--- config.mk ---
export PLATFORM = sky130hd
export DESIGN_NAME = shift_sequencer
export DESIGN_NICKNAME = d
export VERILOG_FILES = /design/src/rtl/shift_pkg.sv /design/src/rtl/shift_step.sv /design/src/rtl/shift_sequencer.sv
export SDC_FILE = /design/constraint.sdc
export NUM_CORES = 1
export LEC_CHECK = 0
export BUFFER_PORTS_ARGS = -buffer_cell sky130_fd_sc_hd__buf_2
export CAP_MARGIN = 20
export CORE_UTILIZATION = 30
export DETAILED_ROUTE_END_ITERATION = 8
export GPL_TIMING_DRIVEN = 1
export PLACE_DENSITY = 0.6
export SLEW_MARGIN = 20
export SYNTH_ARGS = -nofsm -noshare
export SYNTH_HDL_FRONTEND = slang
export SYNTH_HIERARCHICAL = 1
export SYNTH_SLANG_ARGS = --single-unit
--- constraint.sdc ---
create_clock -name clk -period 3.27 [get_ports clk]
set_clock_uncertainty 0.15 [all_clocks]
set_input_delay 0.4905 -clock clk [delete_from_list [all_inputs] [get_ports clk]]
set_output_delay 0.4905 -clock clk [all_outputs]
set_load 0.02 [all_outputs]
--- src/rtl/shift_pkg.sv ---
// Shared types for the multi-cycle shift sequencer.
package shift_pkg;

    // Shift operation; encoding 2'd3 is reserved and handled as SLL.
    typedef enum logic [1:0] {
        SHIFT_SLL = 2'd0,
        SHIFT_SRL = 2'd1,
        SHIFT_SRA = 2'd2
    } shift_op_t;

    // Sequencer control states.
    typedef enum logic [1:0] {
        S_IDLE  = 2'd0,
        S_SHIFT = 2'd1,
        S_DONE  = 2'd2
    } shift_state_t;

endpackage : shift_pkg

--- src/rtl/shift_step.sv ---
// Single-bit-position shift step used once per SHIFT cycle.
module shift_step
    import shift_pkg::*;
#(
    parameter int unsigned N = 32
) (
    input  logic [N-1:0] in,
    input  shift_op_t    op,
    output logic [N-1:0] out
);

    // One-position shift; any encoding outside SRL/SRA (including reserved 3) shifts left.
    always_comb begin
        out = {in[N-2:0], 1'b0};
        case (op)
            SHIFT_SRL: out = {1'b0, in[N-1:1]};
            SHIFT_SRA: out = {in[N-1], in[N-1:1]};
            default:   out = {in[N-2:0], 1'b0};
        endcase
    end

endmodule : shift_step

--- src/rtl/shift_sequencer.sv ---
// Multi-cycle shift controller: accepts a request, shifts one position per
// clock, then presents the result until the consumer accepts it.
module shift_sequencer
    import shift_pkg::*;
#(
    parameter int unsigned N = 32
) (
    input  logic                 clk,
    input  logic                 rst,
    input  logic                 in_valid,
    output logic                 in_ready,
    input  logic [N-1:0]         in_data,
    input  logic [$clog2(N)-1:0] in_shamt,
    input  shift_op_t            in_op,
    output logic                 out_valid,
    input  logic                 out_ready,
    output logic [N-1:0]         out_data,
    output logic                 busy
);

    localparam int unsigned SW = $clog2(N);
    localparam logic [SW-1:0] CNT_ONE = SW'(1);

    shift_state_t  state_q;
    shift_state_t  state_d;
    logic [N-1:0]  data_r;
    logic [SW-1:0] count_r;
    shift_op_t     op_r;
    logic [N-1:0]  step_out;

    shift_step #(
        .N (N)
    ) u_step (
        .in  (data_r),
        .op  (op_r),
        .out (step_out)
    );

    // State register; reset abandons any operation in flight.
    always_ff @(posedge clk) begin
        if (rst) begin
            state_q <= S_IDLE;
        end else begin
            state_q <= state_d;
        end
    end

    // Next-state logic: zero amount skips SHIFT; SHIFT exits when the last step is taken.
    always_comb begin
        state_d = state_q;
        case (state_q)
            S_IDLE: begin
                if (in_valid) begin
                    state_d = (in_shamt == '0) ? S_DONE : S_SHIFT;
                end
            end
            S_SHIFT: begin
                if (count_r == CNT_ONE) begin
                    state_d = S_DONE;
                end
            end
            S_DONE: begin
                if (out_ready) begin
                    state_d = S_IDLE;
                end
            end
            default: state_d = S_IDLE;
        endcase
    end

    // Operand capture on accept, one shift step and count decrement per SHIFT cycle.
    always_ff @(posedge clk) begin
        if (rst) begin
            data_r  <= '0;
            count_r <= '0;
            op_r    <= SHIFT_SLL;
        end else begin
            case (state_q)
                S_IDLE: begin
                    if (in_valid) begin
                        data_r  <= in_data;
                        count_r <= in_shamt;
                        op_r    <= in_op;
                    end
                end
                S_SHIFT: begin
                    data_r  <= step_out;
                    count_r <= count_r - CNT_ONE;
                end
                default: begin
                    data_r  <= data_r;
                    count_r <= count_r;
                end
            endcase
        end
    end

    // Handshake outputs; result is gated so partial shifts are never visible.
    always_comb begin
        in_ready  = 1'b0;
        out_valid = 1'b0;
        out_data  = '0;
        busy      = 1'b0;
        case (state_q)
            S_IDLE: begin
                in_ready = 1'b1;
            end
            S_SHIFT: begin
                busy = 1'b1;
            end
            S_DONE: begin
                out_valid = 1'b1;
                out_data  = data_r;
                busy      = 1'b1;
            end
            default: begin
                in_ready = 1'b0;
            end
        endcase
    end

endmodule : shift_sequencer

==> load_flow_metrics.sql, run 1 <==
INSERT INTO impl_metrics (metric_group, metric, value, unit) VALUES
('timing', 'tns', '0', 'ps'),
('place', 'gpl.final_weighted_congestion', '0.7884', ''),
('timing', 'timing.final.crit_period', '2415', 'ps'),
('yosys', 'netlist_instances', '360', ''),
('drt', 'totalWireLength', '7.374', 'mm'),
('timing', 'worst_slew_pin_slew', '725.0', 'ps'),
('cts', 'clkTransAtPathRegs', '80', 'ps'),
('yosys', 'synth_top_area_share', '29.44', '%'),
('global_routing', 'number_of_antenna_violations_at_the_first_check_in_global_routing', '0', ''),
('cts', 'cts_buffer_depth', '2', ''),
('yosys', 'synth_ff_type', 'sky130_fd_sc_hd__dfxtp_1', ''),
('final_layout', 'fin_nets', '466', ''),
('cts', 'cts_sinks', '41', ''),
('drt', 'routed-via-count', '2741', ''),
('pwr', 'p_leak', '1.344', 'nW'),
('floorplanning', 'die_h', '98.40', 'µm'),
('cts', 'ctsRootBufferMaster', 'sky130_fd_sc_hd__clkbuf_8', ''),
('timing', 'relSlewSlack', '51.66', '%'),
('floorplanning', 'fp.coreArea', '8848', 'µm²'),
('floorplanning', 'die-area', '9682', 'µm²'),
('final_layout', 'synthToLayoutAreaGrowth', '17.55', '%'),
('drt', 'drtAntennaViolNets', '0', ''),
('drt', 'drt_pre_antenna_iters', '6', ''),
('setup_path', 'crit_fanout', '19', ''),
('timing', 'slew_violations', '0', ''),
('timing', 'worst_hold_slack', '302.0', 'ps'),
('setup_path', 'crit_family', 'buffers and inverters', ''),
('timing', 'fmax', '0.4140', 'GHz'),
('setup_path', 'critical_path_buf_inv_count', '3', ''),
('setup_path', 'worst-endpoint-required', '2630', 'ps'),
('cts', 'cts_post_setup_buffers_inserted', '0', ''),
('yosys', 'ys_warn_count', '6', ''),
('setup_path', 'worstPathArrival', '1770', 'ps'),
('global_routing', 'first_global_vias', '2458', ''),
('yosys', 'synth_enable_flop_cells', '0', ''),
('yosys', 'syn_avg_cell_area', '7.744', 'µm²'),
('yosys', 'synth.net_count', '410', ''),
('yosys', 'synth_top_cells_by_area', 'sky130_fd_sc_hd__dfxtp_1 29%, sky130_fd_sc_hd__mux2i_1 13%, sky130_fd_sc_hd__o21ai_1 9.2%, sky130_fd_sc_hd__a211oi_1 8.9%, sky130_fd_sc_hd__and2_1 7.2%', ''),
('cts', 'cts_tree', 'yes', ''),
('yosys', 'synth.distinct_cells', '37', ''),
('place', 'place_hpwl', '4.805', 'mm'),
('setup_path', 'crit_path_end_kind', 'primary output', ''),
('cts', 'cts_inserted_buffers', '5', ''),
('yosys', 'share_of_synthesized_flip_flops_with_an_asynchronous_set_or_reset', '0', '%'),
('run', 'cap_viol_max_count', '0', ''),
('global_routing', 'grt_max_degree', '70', ''),
('yosys', 'ys_ff_latch', '41', ''),
('global_routing', 'global_route.usage.total', '15.45', '%'),
('final_layout', 'antenna_cells_inserted', '0', ''),
('final_layout', 'drive_gt1_share', '25.66', '%'),
('global_routing', 'grt_pass1_wl', '12.14', 'mm'),
('run_status', 'status', 'finished, final reports clean', ''),
('pwr', 'irDropWorstVdd', '323.6', 'µV'),
('timing', 'finalSetupViolCount', '0', ''),
('timing', 'rsz_0062_raised_after_global_routing', 'no', ''),
('yosys', 'synth_area', '2788', 'µm²'),
('setup_path', 'worstPathCellList', 'inv_1 -> ha_1 -> buf_4 -> and2_1 -> buf_2', ''),
('setup_path', 'critical_path.slowest_cell', 'sky130_fd_sc_hd__ha_1', ''),
('yosys', 'synth.yosys.seq_area_share', '29.44', '%'),
('timing', 'timing.final.hold_violations', '0', ''),
('yosys', 'synth_top_cell_by_area', 'sky130_fd_sc_hd__dfxtp_1', ''),
('floorplanning', 'start_util', '31.50', '%'),
('floorplanning', 'die_x', '98.40', 'µm'),
('place', 'port_buffers', '77', ''),
('drt', 'detailedRoute.firstIterationViolations', '156', ''),
('setup_path', 'critical_path.max_stage_delay', '460', 'ps'),
('drt', 'via_to_cell_ratio', '5.221', ''),
('drt', 'drc_errors', '0', ''),
('setup_path', 'path_class', 'flop to primary output', ''),
('cts', 'cts_hold_repair.buffers', '0', ''),
('cts', 'worst_skew_pair.late_latency', '290', 'ps'),
('cts', 'htree_levels', '2', ''),
('pwr', 'power_density', '861.5', 'nW/µm²'),
('drt', 'drt-wirelength-per-cell', '14.05', 'µm'),
('floorplanning', 'num_io_pins', '78', ''),
('cts', 'cts.repair.resized', '0', ''),
('timing', 'fin_crit_sh', '73.87', '%'),
('global_routing', 'overflow_after_grt', '0', ''),
('floorplanning', 'rows', '34', ''),
('setup_path', 'timing.critical_path.from_type', 'flop', ''),
('hold_path', 'hold_removal_path_class', 'input port to flop', '');
## per-layer routing
layer | up-vias | track usage (%) | share of wire, % | wire, µm
met5 | - | 0 | 0 | 0
met4 | 0 | 4.707 | 1.3 | 99
met3 | 7 | 2.792 | 4.8 | 355
met2 | 77 | 25.89 | 46 | 3415
met1 | 1285 | 20.19 | 48 | 3504
li1 | 1372 | - | - | -
## kinds of logic (layout without fill, tap and decap cells)
group                      Yosys count  in the layout  synth area share (%)
muxes                               36             36                 13.11
and+or+nand+nor                    121            121                 21.50
AOI/OAI and AO/OA                  112            112                 25.18
adders and majority gates            7              7                 3.142
DFF                                 41             41                 29.44
buffers and inverters               43            100                 7.630
## flip-flops by register name, indices dropped and copies added (netlist names)
name     count
count_r      5
data_r      32
op_r         2
state_q      2
## cell usage after synthesis, types with 2 or more instances
library cell               number
sky130_fd_sc_hd__o21ai_1       51
sky130_fd_sc_hd__and2_1        32
sky130_fd_sc_hd__nor2_1        33
sky130_fd_sc_hd__a21oi_1        5
sky130_fd_sc_hd__buf_2         17
sky130_fd_sc_hd__o211ai_1       2
sky130_fd_sc_hd__nand3_1        2
sky130_fd_sc_hd__nand2_1       37
sky130_fd_sc_hd__dfxtp_1       41
sky130_fd_sc_hd__o21ai_2        7
sky130_fd_sc_hd__inv_1         10
sky130_fd_sc_hd__clkbuf_1       9
sky130_fd_sc_hd__a211oi_1      33
sky130_fd_sc_hd__mux2i_1       35
sky130_fd_sc_hd__ha_1           7
sky130_fd_sc_hd__buf_6          3
sky130_fd_sc_hd__o21ai_0        7
sky130_fd_sc_hd__nor2b_1        7
sky130_fd_sc_hd__buf_1          2
sky130_fd_sc_hd__a31oi_1        2
sky130_fd_sc_hd__nor3_1         2
## cell type report
class                   count  area [µm²]
clock buffers               7       96.34
flip-flops and latches     41       820.8
well taps                 108       135.1
clock inverters             1       5.005
fillers                   961        5572
inverters                  10       37.54
multi-input cells         276        1759
repair buffers             82       422.9
## report_power, final
group / total [mW] / leakage, nW / internal [mW] / switching (mW)
clock: 0.373 / 0.0542 / 0.191 / 0.182
combinational: 1.56 / 0.950 / 0.619 / 0.940
sequential: 0.891 / 0.340 / 0.697 / 0.194
## worst paths after layout
path,startpoint,end,slack [ps],cells past startpoint
worst max-delay path,state_q[0]$_SDFFE_PP0P_,out_data[21],850,5
worst min-delay path,in_op[1],op_r[1]$_SDFFE_PP0P_,300,3
worst max register to register,state_q[1]$_SDFFE_PP0P_,count_r[0]$_SDFFE_PP0P_,1170,6
worst min register to register,op_r[1]$_SDFFE_PP0P_,op_r[1]$_SDFFE_PP0P_,340,2
## tightest hold or removal path: cells and delay by family
| family | cells | cell delay (ps) |
|---|---|---|
| compound gates | 1 | 50 |
| buf+inv | 1 | 100 |
| simple gates | 1 | 50 |
## metrics by stage
step | util, % | power [mW] | std cells | worst slack [ps] | instance area [µm²]
6_report | 37.03 | 2.823 | 525 | 854.5 | 3277
5_1_grt | 37.03 | 3.080 | 525 | 637.9 | 3277
4_1_cts | 37.03 | 2.839 | 525 | 851.8 | 3277
3_5_place_dp | 35.89 | 2.458 | 517 | 1178 | 3176
3_3_place_gp | 35.89 | 2.430 | 517 | 1200 | 3176
2_1_floorplan | - | 2.154 | 360 | 1344 | 2788
## cells in the final DEF, fill, tap and decap left out, drive strengths merged, types with 2 or more instances in the layout
cell     n
o21ai   65
dfxtp   41
o211ai   2
ha       7
a31oi    2
nand3    2
a21oi    5
nor3     2
mux2i   35
a211oi  34
inv     10
and2    32
nor2b    7
nand2   37
buf     82
nor3b    2
nor2    34
clkbuf   7
Note: power is estimated with default switching activity, not from simulation.
==> run 2: changes to the inputs <==
--- a/config.mk
+++ b/config.mk
@@ -10,7 +10,7 @@
 export CORE_UTILIZATION = 30
 export DETAILED_ROUTE_END_ITERATION = 8
 export GPL_TIMING_DRIVEN = 1
-export PLACE_DENSITY = 0.6
+export PLACE_DENSITY = 0.62
 export SLEW_MARGIN = 20
 export SYNTH_ARGS = -nofsm -noshare
 export SYNTH_HDL_FRONTEND = slang
==> constraint.sdc (replaced) <==
create_clock -name clk -period 1.9 [get_ports clk]
set_clock_uncertainty 0.15 [all_clocks]
set_input_delay 0.285 -clock clk [delete_from_list [all_inputs] [get_ports clk]]
set_output_delay 0.285 -clock clk [all_outputs]
set_load 0.02 [all_outputs]
==> run 2 against run 1 <==
Against the previous run:
- the flow now finishes with violations (DRC)
- sequential cell count unchanged
- non-clock buffer count increased by 8
- largest power group unchanged
- combinational power increased by 92%
- routed wire length increased by 2.9%
- first-iteration DRC count decreased by 9.0%
- die area unchanged
- power increased by 91%
- core utilization increased by 2.3 points
- clock power increased by 130%
==> load_flow_metrics.sql, run 2 (same netlist as run 1, synthesis figures left out) <==
INSERT INTO impl_metrics (metric_group, metric, value, unit) VALUES
('drt', 'via_to_cell_ratio', '5.000', ''),
('setup_path', 'worst_r2r_endpoint', 'state_q[0]$_SDFFE_PP0P_', ''),
('pwr', 'p_clk_share', '16.1', '%'),
('drt', 'routed-via-count', '2665', ''),
('final_layout', 'layout.cells.most_common', 'sky130_fd_sc_hd__buf_2', ''),
('setup_path', 'path_class', 'flop to primary output', ''),
('timing', 'finalSetupViolCount', '0', ''),
('run_status', 'status', 'finished with violations', ''),
('hold_path', 'hold_removal_path_class', 'input port to flop', ''),
('floorplanning', 'fp.coreArea', '8848', 'µm²'),
('cts', 'cts_post_setup_buffers_inserted', '0', ''),
('global_routing', 'grt_most_used_layer', 'met2', ''),
('floorplanning', 'rows', '34', ''),
('setup_path', 'worst_r2r_startpoint', 'count_r[1]$_SDFFE_PP0P_', ''),
('global_routing', 'global_route.usage.total', '15.40', '%'),
('final_layout', 'layout_common_cells', '77 x sky130_fd_sc_hd__buf_2, 51 x sky130_fd_sc_hd__o21ai_1, 39 x sky130_fd_sc_hd__dfxtp_1', ''),
('cts', 'clkTransAtPathRegs', '100', 'ps'),
('global_routing', 'grt_max_degree', '70', ''),
('global_routing', 'overflow_after_grt', '0', ''),
('hold_path', 'min_delay_path_depth', '3', ''),
('setup_path', 'crit_family', 'buffers and inverters', ''),
('pwr', 'power_frac_seq', '28.4', '%'),
('global_routing', 'grt_util_met1', '20.48', '%'),
('place', 'place_hpwl', '5.126', 'mm'),
('pwr', 'pwr-share-comb', '55.5', '%'),
('floorplanning', 'die_x', '98.40', 'µm'),
('drt', 'drtAntennaViolNets', '0', ''),
('cts', 'cts_hold_repair.buffers', '0', ''),
('pwr', 'irDropWorstVdd', '525.2', 'µV'),
('setup_path', 'worst-endpoint-required', '1460', 'ps'),
('timing', 'fmax', '0.5505', 'GHz'),
('hold_path', 'hold_path.startpoint', 'in_op[0]', ''),
('timing', 'timing.final.hold_violations', '0', ''),
('floorplanning', 'num_io_pins', '78', ''),
('final_layout', 'biggestRegsByFlops', 'data_r x32, count_r x5', ''),
('drt', 'drt-wirelength-per-cell', '14.24', 'µm'),
('timing', 'fin_crit_sh', '95.60', '%'),
('cts', 'cts_tree', 'yes', ''),
('place', 'gpl.final_weighted_congestion', '0.8458', ''),
('drt', 'drt_pre_antenna_iters', '6', ''),
('setup_path', 'worstPathCellList', 'inv_2 -> ha_4 -> clkbuf_16 -> and2_1 -> buf_2', ''),
('setup_path', 'critical_path.slowest_cell', 'sky130_fd_sc_hd__dfxtp_2', ''),
('final_layout', 'drive_gt1_share', '28.24', '%'),
('timing', 'timing.final.crit_period', '1816', 'ps'),
('final_layout', 'largest_register_ff_count', '32', ''),
('drt', 'detailedRoute.firstIterationViolations', '142', ''),
('setup_path', 'crit_fanout', '16', ''),
('drt', 'drc_errors', '6', ''),
('pwr', 'p_leak', '1.425', 'nW'),
('run', 'cap_viol_max_count', '0', ''),
('timing', 'tns', '0', 'ps'),
('floorplanning', 'start_util', '31.50', '%'),
('cts', 'cts_sinks', '41', ''),
('run_status', 'failed_checks', 'DRC', ''),
('pwr', 'power_density', '1545', 'nW/µm²'),
('floorplanning', 'die_h', '98.40', 'µm'),
('cts', 'cts_buffer_depth', '2', ''),
('drt', 'totalWireLength', '7.588', 'mm'),
('final_layout', 'synthToLayoutAreaGrowth', '24.96', '%'),
('cts', 'worst_skew_pair.late_latency', '300', 'ps'),
('final_layout', 'antenna_cells_inserted', '0', ''),
('setup_path', 'reg2reg_depth', '5', ''),
('final_layout', 'postLayoutCoreUtil', '39.37', '%'),
('setup_path', 'worstPathArrival', '1380', 'ps'),
('global_routing', 'first_global_vias', '2501', ''),
('cts', 'htree_levels', '2', ''),
('setup_path', 'regToRegSetupSlack', '120', 'ps'),
('hold_path', 'hold_path_end', 'op_r[0]$_SDFFE_PP0P_', ''),
('timing', 'rsz_0062_raised_after_global_routing', 'no', ''),
('global_routing', 'grt_met2_use', '25.79', '%'),
('global_routing', 'grt_pass1_wl', '12.06', 'mm'),
('place', 'port_buffers', '77', ''),
('final_layout', 'registers.top_by_ff_count', 'data_r', ''),
('pwr', 'p_sw', '2.349', 'mW'),
('cts', 'ctsRootBufferMaster', 'sky130_fd_sc_hd__clkbuf_8', ''),
('pwr', 'fin_total_pwr', '5.383', 'mW'),
('final_layout', 'fin_nets', '474', ''),
('timing', 'slew_violations', '0', ''),
('setup_path', 'crit_path_end_kind', 'primary output', ''),
('floorplanning', 'die-area', '9682', 'µm²'),
('setup_path', 'timing.critical_path.from_type', 'flop', ''),
('pwr', 'internal_power', '3.034', 'mW'),
('global_routing', 'use_met3', '2.792', '%'),
('timing', 'worst_slew_pin_slew', '375.0', 'ps'),
('cts', 'cts_inserted_buffers', '5', ''),
('setup_path', 'critical_path_buf_inv_count', '3', ''),
('global_routing', 'number_of_antenna_violations_at_the_first_check_in_global_routing', '0', ''),
('pwr', 'power.share.switching', '43.63', '%'),
('setup_path', 'critical_path.max_stage_delay', '350', 'ps'),
('final_layout', 'layout_filler_cell_count', '920', ''),
('timing', 'relSlewSlack', '74.29', '%');
[run 2: changes by cell type in the layout (fill, tap and decap cells not counted), moves of 2 or more]
cell	delta
sky130_fd_sc_hd__bufinv_16	+2
sky130_fd_sc_hd__dfxtp_2	+2
sky130_fd_sc_hd__ha_4	+2
sky130_fd_sc_hd__buf_12	+4
sky130_fd_sc_hd__buf_4	+2
sky130_fd_sc_hd__clkbuf_8	-2
sky130_fd_sc_hd__ha_1	-2
sky130_fd_sc_hd__dfxtp_1	-2
[run 2: worst max-delay path by stage]
stage	to	slack (ps)	depth (start not counted)	from
after floorplan	count_r[1]$_SDFFE_PP0P_	30	7	state_q[0]$_SDFFE_PP0P_
after global placement	count_r[0]$_SDFFE_PP0P_	110	5	state_q[0]$_SDFFE_PP0P_
after detailed placement	count_r[0]$_SDFFE_PP0P_	60	5	state_q[0]$_SDFFE_PP0P_
after CTS	out_data[0]	5	5	state_q[0]$_SDFFE_PP0P_
after global routing	state_q[0]$_SDFFE_PP0P_	30	5	count_r[1]$_SDFFE_PP0P_
final	out_data[29]	80	5	state_q[0]$_SDFFE_PP0P_
[run 2: power by group through the flow]
stage | clock network, mW | logic, mW | registers, mW
finish | 0.864 | 2.99 | 1.53
CTS | 0.881 | 2.86 | 1.52
global placement | 0 | 2.77 | 1.53
global route | 0.919 | 3.30 | 1.59
floorplan | 0 | 2.28 | 1.43
detailed placement | 0 | 2.82 | 1.54
[run 2: cell type report]
class	instances	area, µm²	share of cell area [%]
multi-input combinational	276	1795	51.54
sequential	41	823.3	23.64
timing repair buffer	90	554.3	15.91
tap	108	135.1	3.879
clock buffer	5	68.82	1.976
clock inverter	3	68.82	1.976
inverter	10	37.54	1.078
[run 2: what timing repair did]
action	CTS	global route
gates cloned	0	1
endpoints found under the setup margin	32	68
resized for setup	4	7
[run 2: worst register-to-register path, stage by stage (launching register included)]
cell and delay (ps):
sky130_fd_sc_hd__dfxtp_1 350, sky130_fd_sc_hd__inv_1 80, sky130_fd_sc_hd__ha_1 130, sky130_fd_sc_hd__or4b_4 460
sky130_fd_sc_hd__a211oi_2 310, sky130_fd_sc_hd__mux2i_1 220
[run 2: metrics by stage]
| step | area, µm² | hold slack (ps) | cells | worst slack, ps |
|---|---|---|---|---|
| floorplan | 2790 | 282.5 | 360 | 29.41 |
| global placement | 3268 | 322.4 | 524 | 111.2 |
| detailed placement | 3268 | 321.2 | 524 | 55.25 |
| CTS | 3420 | 118.2 | 532 | 4.960 |
| global route | 3483 | 152.5 | 533 | 25.96 |
| finish | 3483 | 126.0 | 533 | 83.52 |
[run 2: layer usage]
layer  routed length, µm  up-vias
li1                    -     1393
met1                3492     1185
met2                3617       78
met3                 379        9
met4                  98        0
met5                   0        -
==> run 3: changes to the inputs <==
--- a/config.mk
+++ b/config.mk
@@ -14,5 +14,4 @@
 export SLEW_MARGIN = 20
 export SYNTH_ARGS = -nofsm -noshare
 export SYNTH_HDL_FRONTEND = slang
-export SYNTH_HIERARCHICAL = 1
 export SYNTH_SLANG_ARGS = --single-unit
==> run 3 against run 2 <==
Against the previous run:
- worst hold slack lost 25 ps
- final area shrank 3.7%
- non-clock buffer count grew 7
- the flow now finishes without violations
- highest routed layer unchanged
- critical path type unchanged
- maximum frequency shrank 0.89%
- sequential share of layout area grew 0.82 points
- register-to-register slack gained 40 ps
==> load_flow_metrics.sql, run 3 <==
INSERT INTO impl_metrics (metric_group, metric, value, unit) VALUES
('yosys', 'commonest_cells_in_the_synthesized_netlist', '61 x sky130_fd_sc_hd__nand2_1, 54 x sky130_fd_sc_hd__o211ai_1, 41 x sky130_fd_sc_hd__dfxtp_1, 39 x sky130_fd_sc_hd__a21oi_1, 32 x sky130_fd_sc_hd__and2_1', ''),
('setup_path', 'regToRegSetupSlack', '160', 'ps'),
('drt', 'drt-met1-wl', '3.732', 'mm'),
('cts', 'cts_hold_repair.buffers', '0', ''),
('setup_path', 'worstPathArrival', '1400', 'ps'),
('run_status', 'status', 'finished, final reports clean', ''),
('final_layout', 'fin_area', '3356', 'µm²'),
('setup_path', 'crit_family', 'buffers and inverters', ''),
('final_layout', 'postLayoutCoreUtil', '38.29', '%'),
('yosys', 'synth_enable_flop_cells', '0', ''),
('floorplanning', 'die_h', '97.16', 'µm'),
('yosys', 'syn_avg_cell_area', '7.402', 'µm²'),
('hold_path', 'hold_removal_path_class', 'input port to flop', ''),
('global_routing', 'grt_max_degree', '49', ''),
('timing', 'relSlewSlack', '67.95', '%'),
('place', 'postPlaceCellArea', '3229', 'µm²'),
('cts', 'cts_buffer_depth', '2', ''),
('timing', 'slew_violations', '0', ''),
('global_routing', 'global_route.usage.total', '16.71', '%'),
('final_layout', 'layout_filler_cell_count', '949', ''),
('final_layout', 'final-seq-area', '820.8', 'µm²'),
('drt', 'top_layer_used', 'met4', ''),
('yosys', 'ys_ff_latch', '41', ''),
('place', 'gpl.final_weighted_congestion', '0.8028', ''),
('timing', 'fin_crit_sh', '96.46', '%'),
('setup_path', 'crit_path_end_kind', 'primary output', ''),
('final_layout', 'drive_gt1_share', '27.65', '%'),
('yosys', 'synth_top_area_share', '30.22', '%'),
('drt', 'drt_pre_antenna_iters', '4', ''),
('final_layout', 'layout_common_cells', '77 x sky130_fd_sc_hd__buf_2, 61 x sky130_fd_sc_hd__nand2_1, 54 x sky130_fd_sc_hd__o211ai_1', ''),
('setup_path', 'path_class', 'flop to primary output', ''),
('final_layout', 'area_of_the_multi_input_gates', '1690', 'µm²'),
('final_layout', 'instances_no_fill', '542', ''),
('cts', 'cts_tree', 'yes', ''),
('hold_path', 'min_delay_path_depth', '3', ''),
('global_routing', 'first_global_vias', '2693', ''),
('setup_path', 'reg2reg_depth', '8', ''),
('setup_path', 'critical_path.max_stage_delay', '350', 'ps'),
('global_routing', 'number_of_antenna_violations_at_the_first_check_in_global_routing', '0', ''),
('yosys', 'synth.net_count', '418', ''),
('floorplanning', 'rows', '34', ''),
('yosys', 'netlist_instances', '367', ''),
('place', 'place_hpwl', '5.452', 'mm'),
('place', 'placed_cells_incl_taps', '533', ''),
('drt', 'drc_errors', '0', ''),
('cts', 'worst_skew_pair.late_latency', '300', 'ps'),
('setup_path', 'crit_fanout', '9', ''),
('pwr', 'power_density', '1406', 'nW/µm²'),
('timing', 'worst_slew_pin_slew', '480.8', 'ps'),
('setup_path', 'worst-endpoint-required', '1460', 'ps'),
('timing', 'setup_ws', '67.26', 'ps'),
('floorplanning', 'die-area', '9439', 'µm²'),
('pwr', 'p_leak', '1.304', 'nW'),
('global_routing', 'overflow_after_grt', '0', ''),
('setup_path', 'critical_path_buf_inv_count', '3', ''),
('yosys', 'synth_top_cell_by_area', 'sky130_fd_sc_hd__dfxtp_1', ''),
('drt', 'detailedRoute.firstIterationViolations', '115', ''),
('setup_path', 'critical_path.slowest_cell', 'sky130_fd_sc_hd__dfxtp_1', ''),
('timing', 'timing.final.hold_violations', '0', ''),
('yosys', 'ys_warn_count', '0', ''),
('place', 'dp_worst_setup_slack', '106.0', 'ps'),
('cts', 'cts_sinks', '41', ''),
('global_routing', 'grt_pass1_wl', '13.03', 'mm'),
('final_layout', 'synthToLayoutAreaGrowth', '23.54', '%'),
('yosys', 'synth.distinct_cells', '39', ''),
('pwr', 'irDropWorstVdd', '553.1', 'µV'),
('setup_path', 'worstPathCellList', 'inv_1 -> ha_2 -> buf_4 -> buf_2', ''),
('place', 'port_buffers', '77', ''),
('cts', 'htree_levels', '2', ''),
('yosys', 'synth_area', '2716', 'µm²'),
('yosys', 'post-synth-top-count-cell', 'sky130_fd_sc_hd__nand2_1', ''),
('final_layout', 'antenna_cells_inserted', '0', ''),
('final_layout', 'biggestRegsByFlops', 'data_r x32, count_r x5', ''),
('drt', 'met3RoutedLength', '370', 'µm'),
('yosys', 'synth_top_cells_by_area', 'sky130_fd_sc_hd__dfxtp_1 30%, sky130_fd_sc_hd__o211ai_1 15%, sky130_fd_sc_hd__nand2_1 8.4%, sky130_fd_sc_hd__and2_1 7.4%, sky130_fd_sc_hd__a21oi_1 7.2%', ''),
('run', 'cap_viol_max_count', '0', ''),
('final_layout', 'fin_nets', '484', ''),
('cts', 'ctsRootBufferMaster', 'sky130_fd_sc_hd__clkbuf_8', ''),
('drt', 'routed-via-count', '2838', ''),
('final_layout', 'registers.top_by_ff_count', 'data_r', ''),
('yosys', 'share_of_synthesized_flip_flops_with_an_asynchronous_set_or_reset', '0', '%'),
('floorplanning', 'fp.coreArea', '8763', 'µm²'),
('floorplanning', 'num_io_pins', '78', ''),
('timing', 'timing.final.crit_period', '1833', 'ps'),
('floorplanning', 'die_x', '97.16', 'µm'),
('yosys', 'synth_ff_type', 'sky130_fd_sc_hd__dfxtp_1', ''),
('drt', 'drtAntennaViolNets', '0', ''),
('final_layout', 'layout.cells.most_common', 'sky130_fd_sc_hd__buf_2', ''),
('cts', 'clkTransAtPathRegs', '80', 'ps'),
('timing', 'rsz_0062_raised_after_global_routing', 'yes', ''),
('floorplanning', 'start_util', '31.00', '%'),
('drt', 'route.met2.wl', '3.650', 'mm'),
('final_layout', 'largest_register_ff_count', '32', ''),
('drt', 'drt-wirelength-per-cell', '14.40', 'µm'),
('timing', 'fmax', '0.5456', 'GHz'),
('setup_path', 'stages_on_worst_setup_path', '4', ''),
('yosys', 'synth.yosys.seq_area_share', '30.22', '%'),
('timing', 'finalSetupViolCount', '0', ''),
('cts', 'cts_post_setup_buffers_inserted', '0', ''),
('setup_path', 'timing.critical_path.from_type', 'flop', ''),
('drt', 'totalWireLength', '7.806', 'mm'),
('cts', 'cts_inserted_buffers', '5', ''),
('drt', 'via_to_cell_ratio', '5.236', '');
run 3: changes by cell type in the layout (fill, tap and decap cells not counted), sizes merged, moves of 3 or more:
| cell | before | now |
|---|---|---|
| o211ai | 2 | 55 |
| inv | 11 | 8 |
| buf | 89 | 97 |
| mux2i | 35 | 1 |
| nor3 | 2 | 7 |
| nor2b | 7 | 3 |
| nor4bb | 0 | 3 |
| nor2 | 34 | 13 |
| nand2 | 37 | 62 |
| a211oi | 34 | 3 |
| a21oi | 5 | 41 |
| o21ai | 65 | 34 |
run 3: worst paths after layout:
check                                        startpoint                      end
worst max-delay path            state_q[1]$_SDFFE_PP0P_                 in_ready
worst min-delay path                           in_op[1]     op_r[1]$_SDFFE_PP0P_
worst max register to register  state_q[1]$_SDFFE_PP0P_  count_r[3]$_SDFFE_PP0P_
worst min register to register     op_r[0]$_SDFFE_PP0P_     op_r[0]$_SDFFE_PP0P_
run 3: per-stage QoR:
stage | setup TNS [ps] | hold WS (ps) | power [mW]
floorplan | 0 | 282.5 | 3.366
global placement | 0 | 319.3 | 4.024
detailed placement | 0 | 323.2 | 4.062
CTS | -1.131 | 98.89 | 4.675
global route | -8.918 | 109.0 | 5.142
finish | 0 | 101.2 | 4.717
run 3: area by class of cell:
| class | count | area share [%] |
|---|---|---|
| inverter | 8 | 0.8949 |
| multi-input combinational | 280 | 50.37 |
| tap | 108 | 4.027 |
| clock buffer | 6 | 2.163 |
| timing repair buffer | 97 | 17.79 |
| clock inverter | 2 | 0.2983 |
| sequential | 41 | 24.46 |
run 3: worst reg2reg max path, cell delays in order (launching register included):
cell and delay [ps]:
sky130_fd_sc_hd__dfxtp_1 390, sky130_fd_sc_hd__inv_1 90, sky130_fd_sc_hd__ha_2 200, sky130_fd_sc_hd__buf_6 160, sky130_fd_sc_hd__mux2i_4 190, sky130_fd_sc_hd__buf_12 190, sky130_fd_sc_hd__a21oi_1 50, sky130_fd_sc_hd__nand2b_1 150
sky130_fd_sc_hd__a21oi_1 110
run 3: logic make-up after synthesis:
logic type               share of synthesized area, %
AO/OA/AOI/OAI                                   33.03
AND/OR/NAND/NOR                                 23.58
buffers and inverters                           8.659
flip-flops                                      30.22
adder cells (fa/ha/maj)                         3.685
multiplexers                                   0.8291
run 3: layer usage:
layer | vias up | GRT usage [%]
met3 | 7 | 4.245
met1 | 1326 | 22.10
met2 | 72 | 27.74
met5 | - | 0
li1 | 1433 | -
met4 | 0 | 2.755
run 3: repair_timing:
item	4_1_cts	5_1_grt
endpoints found under the setup margin	3	53
pin swaps	0	1
cloned	0	1
gates resized for setup	2	9
run 3: where the power goes:
group          internal (mW)  total (mW)  switching, mW
clock                  0.255       0.575          0.320
combinational           1.09        2.65           1.56
sequential              1.18        1.49          0.307
